`src/rtl/res_st_pkg.sv`:
```
// Shared types for the reservation station: slot addressing, the renamed
// micro-op cell format and the CDB operand-capture helper.
package qu_common;

    localparam int RES_ST_ADDR_WIDTH = 3;
    localparam int RES_ST_SIZE       = 1 << RES_ST_ADDR_WIDTH;
    localparam int PHY_RF_ADDR_WIDTH = 6;

    typedef logic [RES_ST_ADDR_WIDTH-1:0] res_st_addr_t;
    typedef logic [PHY_RF_ADDR_WIDTH-1:0] phy_addr_t;

    typedef enum logic [3:0] {
        OP_ADD = 4'd0,
        OP_SUB = 4'd1,
        OP_AND = 4'd2,
        OP_OR  = 4'd3,
        OP_XOR = 4'd4,
        OP_SLL = 4'd5,
        OP_SRL = 4'd6,
        OP_SLT = 4'd7
    } op_t;

    typedef struct packed {
        op_t         op;
        logic [11:0] imm;
    } uop_t;

    typedef struct packed {
        logic        valid;
        uop_t        uop;
        phy_addr_t   rd_phy;
        phy_addr_t   rs1_phy;
        logic        rs1_ready;
        logic [31:0] rs1_data;
        phy_addr_t   rs2_phy;
        logic        rs2_ready;
        logic [31:0] rs2_data;
    } res_st_cell_t;

    // Capture a CDB broadcast into any still-waiting operand whose tag matches.
    // Both operands may match the same broadcast.
    function automatic res_st_cell_t cdb_capture(
        input res_st_cell_t c,
        input logic         cdb_valid,
        input phy_addr_t    cdb_tag,
        input logic [31:0]  cdb_data
    );
        res_st_cell_t r;
        r = c;
        if (cdb_valid && !c.rs1_ready && (c.rs1_phy == cdb_tag)) begin
            r.rs1_ready = 1'b1;
            r.rs1_data  = cdb_data;
        end
        if (cdb_valid && !c.rs2_ready && (c.rs2_phy == cdb_tag)) begin
            r.rs2_ready = 1'b1;
            r.rs2_data  = cdb_data;
        end
        return r;
    endfunction

endpackage

```
`src/rtl/res_st_age_select.sv`:
```
// Age matrix and oldest-eligible selection. age[i][j] = 1 means slot i was
// written before slot j; rows of invalid slots may hold stale bits, which is
// harmless because only eligible (hence valid) slots take part in selection
// and a slot's row is cleared when it is written.
module res_st_age_select
    import qu_common::*;
#(
    parameter int N = RES_ST_SIZE
) (
    input  logic         clk,
    input  logic         rst,
    input  logic [N-1:0] valid,
    input  logic [N-1:0] eligible,
    input  logic [N-1:0] wr_vec,
    output logic [N-1:0] grant,
    output res_st_addr_t grant_idx,
    output logic         grant_any
);

    logic [N-1:0] age [N];

    // Record the new slot as younger than every currently valid slot.
    always_ff @(posedge clk) begin
        if (rst) begin
            for (int i = 0; i < N; i++) begin
                age[i] <= '0;
            end
        end else begin
            for (int k = 0; k < N; k++) begin
                if (wr_vec[k]) begin
                    for (int j = 0; j < N; j++) begin
                        if (valid[j]) begin
                            age[j][k] <= 1'b1;
                        end
                    end
                    age[k] <= '0;
                end
            end
        end
    end

    // Grant the eligible slot that no other eligible slot is older than.
    always_comb begin
        // NOTE: every output of this block gets a default first so no latch is inferred.
        grant     = '0;
        grant_idx = '0;
        grant_any = |eligible;
        for (int i = 0; i < N; i++) begin
            grant[i] = eligible[i];
            for (int j = 0; j < N; j++) begin
                if (eligible[j] && age[j][i]) begin
                    grant[i] = 1'b0;
                end
            end
        end
        for (int i = 0; i < N; i++) begin
            if (grant[i]) begin
                grant_idx = res_st_addr_t'(i);
            end
        end
    end

endmodule

```
`src/rtl/res_st.sv`:
```
// Reservation station: accepts renamed uops into advertised free slots,
// captures operands from the CDB, and issues the oldest ready entry through
// a one-deep issue register with a valid/ready handshake.
module res_st
    import qu_common::*;
#(
    parameter int RES_ST_SIZE       = qu_common::RES_ST_SIZE,
    parameter int PHY_RF_ADDR_WIDTH = qu_common::PHY_RF_ADDR_WIDTH
) (
    input  logic                         clk,
    input  logic                         rst,
    input  logic                         en,
    input  logic                         flush_in,
    input  logic                         res_st_wr_en_in,
    input  res_st_addr_t                 res_st_wr_addr_in,
    input  res_st_cell_t                 res_st_data_in,
    output res_st_addr_t                 free_addr_out,
    output logic                         full_out,
    input  logic                         cdb_valid_in,
    input  logic [PHY_RF_ADDR_WIDTH-1:0] cdb_tag_in,
    input  logic [31:0]                  cdb_data_in,
    output logic                         issue_valid_out,
    output res_st_cell_t                 issue_data_out,
    input  logic                         issue_ready_in
);

    logic [RES_ST_SIZE-1:0] valid;
    res_st_cell_t           cells [RES_ST_SIZE];

    logic [RES_ST_SIZE-1:0] eligible;
    logic [RES_ST_SIZE-1:0] wr_vec;
    logic [RES_ST_SIZE-1:0] grant;
    res_st_addr_t           sel_idx;
    logic                   sel_any;
    logic                   wr_accept;
    logic                   issue_load;
    res_st_cell_t           incoming;
    res_st_cell_t           sel_cell;

    assign wr_accept  = en && res_st_wr_en_in && !flush_in && !valid[res_st_wr_addr_in];
    assign issue_load = en && !flush_in && (!issue_valid_out || issue_ready_in);
    assign wr_vec     = wr_accept ? (RES_ST_SIZE'(1) << res_st_wr_addr_in) : '0;
    assign incoming   = cdb_capture(res_st_data_in, cdb_valid_in, cdb_tag_in, cdb_data_in);

    // Advertise the lowest free slot and the full condition from registered valid bits.
    always_comb begin
        free_addr_out = '0;
        full_out      = &valid;
        for (int i = RES_ST_SIZE - 1; i >= 0; i--) begin
            if (!valid[i]) begin
                free_addr_out = res_st_addr_t'(i);
            end
        end
    end

    // An entry may issue once both operands are held in registered state.
    always_comb begin
        for (int i = 0; i < RES_ST_SIZE; i++) begin
            eligible[i] = valid[i] && cells[i].rs1_ready && cells[i].rs2_ready;
        end
        // NOTE: combinational logic uses blocking '=', clocked state uses non-blocking '<='.
        sel_cell       = cells[sel_idx];
        sel_cell.valid = 1'b1;
    end

    res_st_age_select #(
        .N(RES_ST_SIZE)
    ) u_age_select (
        .clk       (clk),
        .rst       (rst),
        .valid     (valid),
        .eligible  (eligible),
        .wr_vec    (wr_vec),
        .grant     (grant),
        .grant_idx (sel_idx),
        .grant_any (sel_any)
    );

    // Slot occupancy: set by an accepted write, cleared by issue, flush or reset.
    always_ff @(posedge clk) begin
        if (rst || flush_in) begin
            valid <= '0;
        end else begin
            valid <= (valid & ~(issue_load ? grant : '0)) | wr_vec;
        end
    end

    // Slot payload: written on accept, otherwise snoops the CDB every edge.
    always_ff @(posedge clk) begin
        // NOTE: payload storage has no reset; the valid bits alone decide whether contents matter.
        for (int i = 0; i < RES_ST_SIZE; i++) begin
            if (wr_accept && (res_st_wr_addr_in == res_st_addr_t'(i))) begin
                cells[i] <= incoming;
            end else begin
                cells[i] <= cdb_capture(cells[i], cdb_valid_in, cdb_tag_in, cdb_data_in);
            end
        end
    end

    // Issue register: reload when empty or being consumed, hold while stalled.
    always_ff @(posedge clk) begin
        if (rst) begin
            issue_valid_out <= 1'b0;
            issue_data_out  <= '0;
        end else if (flush_in) begin
            issue_valid_out <= 1'b0;
        end else if (issue_load) begin
            issue_valid_out <= sel_any;
            if (sel_any) begin
                issue_data_out <= sel_cell;
            end
        end
    end

endmodule

```
`config.mk`:
```
export PLATFORM = sky130hd
export DESIGN_NAME = res_st
export DESIGN_NICKNAME = d
export VERILOG_FILES = /design/src/rtl/res_st_pkg.sv /design/src/rtl/res_st_age_select.sv /design/src/rtl/res_st.sv
export SDC_FILE = /design/constraint.sdc
export NUM_CORES = 2
export LEC_CHECK = 0
export ABC_AREA = 0
export CAP_MARGIN = 20
export CORE_MARGIN = 3
export CORE_UTILIZATION = 35
export DETAILED_ROUTE_END_ITERATION = 10
export PLACE_DENSITY_LB_ADDON = 0.08
export SLEW_MARGIN = 5
export SYNTH_ARGS = -nofsm -noshare
export SYNTH_HDL_FRONTEND = slang
export SYNTH_SLANG_ARGS = --single-unit
```
`constraint.sdc`:
```
create_clock -name clk -period 5.8 [get_ports clk]
set_input_delay 1.16 -clock clk [delete_from_list [all_inputs] [get_ports clk]]
set_output_delay 1.16 -clock clk [all_outputs]
set_load 0.01 [all_outputs]
```
==> impl_metrics.ini <==
[worst_setup_path]
slowest_stage = nor4_2
critPathRequiredTime_ns = 6.39
critPathKind = flip-flop to flip-flop
cp-start-kind = flip-flop
r2r-end = issue_data_out[50]$_SDFFE_PP0P_
end_kind = flip-flop
slowest_delay_ns = 0.95
worstSetupPathDepth = 8
r2r_setup_slack_ns = 1.41
worstPathArrival_ns = 4.97
reg2regPathDepth = 8
endpoint = issue_data_out[50]$_SDFFE_PP0P_
cp.buffers_inverters = 1
startpoint = valid[0]$_SDFF_PP0_
cpLargestDelayFamily = simple AND/OR/NAND/NOR gates
worstPathMaxFanout = 45
path_cells = nand3_1, o2111ai_1, and4b_1, nor4_2, nor2b_4, buf_12, a31oi_1, a22o_1
worstReg2RegStart = valid[0]$_SDFF_PP0_

[clock_tree]
root_buffer = clkbuf_16
cts_tree = done
post_cts_buffers = 0
cts_hold_buf = 0
clock_latency_ns = 0.71
cts_resized = 0
cts_made_buffers = 112
cts.sinks = 974
clk_pin_slew_ns = 0.06
h-tree-depth = 3
clockBufferDepth = 3

[timing]
period_minus_slack_ns = 4.386
tightestPinTransition_ns = 1.128
period_share_pct = 75.62
setup-tns-final_ns = 0
final.setup_skew_ns = 0.03343
finalMaxSlewViolations = 0
grt_setup_unrepaired = no
hold_viol = 0
finalSetupViolCount = 0
slew_headroom_pct = 24.60
fmax_ghz = 0.2280

[layout]
finalNetCount = 3669
fin_cells = 5287
syn_to_final_growth_pct = 20.15
final_area_mm2 = 0.05342
final_util_pct = 42.43
layout-drive-gt1-share_pct = 24.36

[synth]
synth-edff-count = 813
yosysSeqAreaShare_pct = 62.16
ys_seq_elements = 974
async_reset_ff_share_pct = 0
ys.flop_type = edfxtp_1
synth_area_per_cell_um2 = 13.34
yosys.cell_types.count = 59
ys_warn_count = 0
syn_inst = 3332
synthesis.area_mm2 = 0.04446

[job]
cap_viol_max_count = 0

[global_route]
grt.total_usage_pct = 25.72
grt_max_degree = 113
overflow = 0
grt_pass1_wl_um = 240300
antenna_found_initial = 27
grt_pass1_vias = 31380

[floorplanning]
rows = 130
boundaryPins = 255
coreArea_mm2 = 0.1259
die_h_um = 362.4
die-area_mm2 = 0.1313
initial_core_util_pct = 35.32
die-width_um = 362.4

[placed_design]
hpwl_um = 96590
gp_congestion = 0.8562
numPortBuffers = 253
placed_cells = 5056
placed_area_mm2 = 0.04944

[detailed_routing]
ant_nets = 0
wl_um = 173000
wl_per_cell_um = 32.71
via_count = 31220
drcViolationCount = 0
viasPerCell = 5.904
drt_iter0_drc = 3098
dr.pass1.iters = 6

[power_and_ir_drop]
finalPower_w = 0.01582
vdd_drop_max_mv = 0.2772
p_leak_nw = 17.55
powerDensity_mw_per_mm2 = 296.2

[worst_hold_path]
hp-class = flip-flop to flip-flop

[outcome]
outcome = finished clean
==> cell type report <==
type                    count  area [um2]
clock buffers             167        3388
inverters                  15       56.30
repair buffers            367        3704
clock inverters            47       550.5
fillers                 11610       72470
diodes                     17       42.54
well taps                1650        2064
multi-input cells        2050       15980
flip-flops and latches    974       27640
==> worst min-delay path by stage <==
stage | startpoint | endpoint | slack (ns) | depth (start not counted)
floorplan | u_age_select.age[0][18]$_SDFFE_PP0P_ | u_age_select.age[0][18]$_SDFFE_PP0P_ | 0.42 | 1
global placement | u_age_select.age[0][18]$_SDFFE_PP0P_ | u_age_select.age[0][18]$_SDFFE_PP0P_ | 0.44 | 1
detailed placement | u_age_select.age[0][18]$_SDFFE_PP0P_ | u_age_select.age[0][18]$_SDFFE_PP0P_ | 0.44 | 1
CTS | u_age_select.age[0][18]$_SDFFE_PP0P_ | u_age_select.age[0][18]$_SDFFE_PP0P_ | 0.46 | 1
global route | u_age_select.age[0][18]$_SDFFE_PP0P_ | u_age_select.age[0][18]$_SDFFE_PP0P_ | 0.49 | 1
finish | u_age_select.age[0][18]$_SDFFE_PP0P_ | u_age_select.age[0][18]$_SDFFE_PP0P_ | 0.45 | 1
==> report_power, final <==
part	leakage, nW	switching [W]	internal, W	total [W]
sequential	8.67	0.0000246	0.00765	0.00768
clock	1.94	0.00296	0.00448	0.00744
combinational	6.94	0.000397	0.000307	0.000703
==> flip-flops by register name (all words and copies together), names as in the netlist <==
signal	flops
cells	800
issue_data_out	101
issue_valid_out	1
u_age_select.age	64
valid	8
==> cell usage in the layout (no fill, tap or decap), types with 10 or more instances in the layout <==
cell type | synthesis | layout
nor2_4 | 0 | 13
nand3_1 | 34 | 34
a21oi_1 | 287 | 284
mux2i_1 | 98 | 98
a22oi_1 | 30 | 30
dfxtp_1 | 161 | 161
mux2_2 | 512 | 512
bufinv_16 | 0 | 10
diode_2 | 0 | 17
clkbuf_1 | 180 | 25
o21ai_0 | 16 | 10
nor3b_1 | 19 | 19
clkbuf_16 | 0 | 119
xor2_1 | 54 | 54
nor2_1 | 77 | 65
nand4_1 | 19 | 19
a31oi_1 | 100 | 100
clkdlybuf4s50_1 | 0 | 252
xnor2_1 | 54 | 54
clkbuf_8 | 0 | 23
edfxtp_1 | 813 | 813
a221oi_1 | 55 | 55
nand2_1 | 337 | 330
and3_1 | 12 | 12
a22o_1 | 98 | 98
nand2b_1 | 14 | 14
buf_12 | 0 | 24
buf_4 | 12 | 89
o221ai_1 | 141 | 141
clkinv_2 | 0 | 24
==> worst reg2reg max path, stage by stage (launching register included) <==
cell	delay, ns
dfxtp_1	0.76
nand3_1	0.26
o2111ai_1	0.40
and4b_1	0.33
nor4_2	0.96
nor2b_4	0.67
buf_12	0.41
a31oi_1	0.26
a22o_1	0.24
==> metrics by stage <==
step                hold WS (ns)  worst slack, ns
global placement          0.4386           0.9663
CTS                       0.4570            1.530
finish                    0.4534            1.414
global route              0.4883            1.405
floorplan                 0.4202          0.09891
detailed placement        0.4425            1.212
==> Yosys cell counts, types with 34 or more instances <==
cell      count  share of area, %
edfxtp_1    813                55
nand3_1      34              0.38
xor2_1       54               1.1
buf_2        71              0.80
xnor2_1      54               1.1
a221oi_1     55               1.1
clkbuf_1    180               1.5
mux2i_1      98               2.2
a31oi_1     100               1.4
a21oi_1     287               3.2
mux2_2      512                13
o221ai_1    141               2.8
nand2_1     337               2.8
a22o_1       98               1.9
dfxtp_1     161               7.2
nor2_1       77              0.65
==> routing by layer <==
metal	global-route usage (%)	wire, um	up-vias
li1	-	-	13350
met1	33.08	70430	16210
met2	43.63	84680	1347
met3	5.036	12550	304
met4	8.190	5240	8
met5	0	55	-
==> logic make-up after synthesis <==
kind of cell,Yosys count,share of synthesized area [%]
xor+xnor,108,2.127
mux,610,15.17
buf+inv,311,2.994
flops,974,62.16
simple gates,562,5.656
other cells,1,0.008434
compound gates,766,11.88
Power figures use the tool's default switching activity.
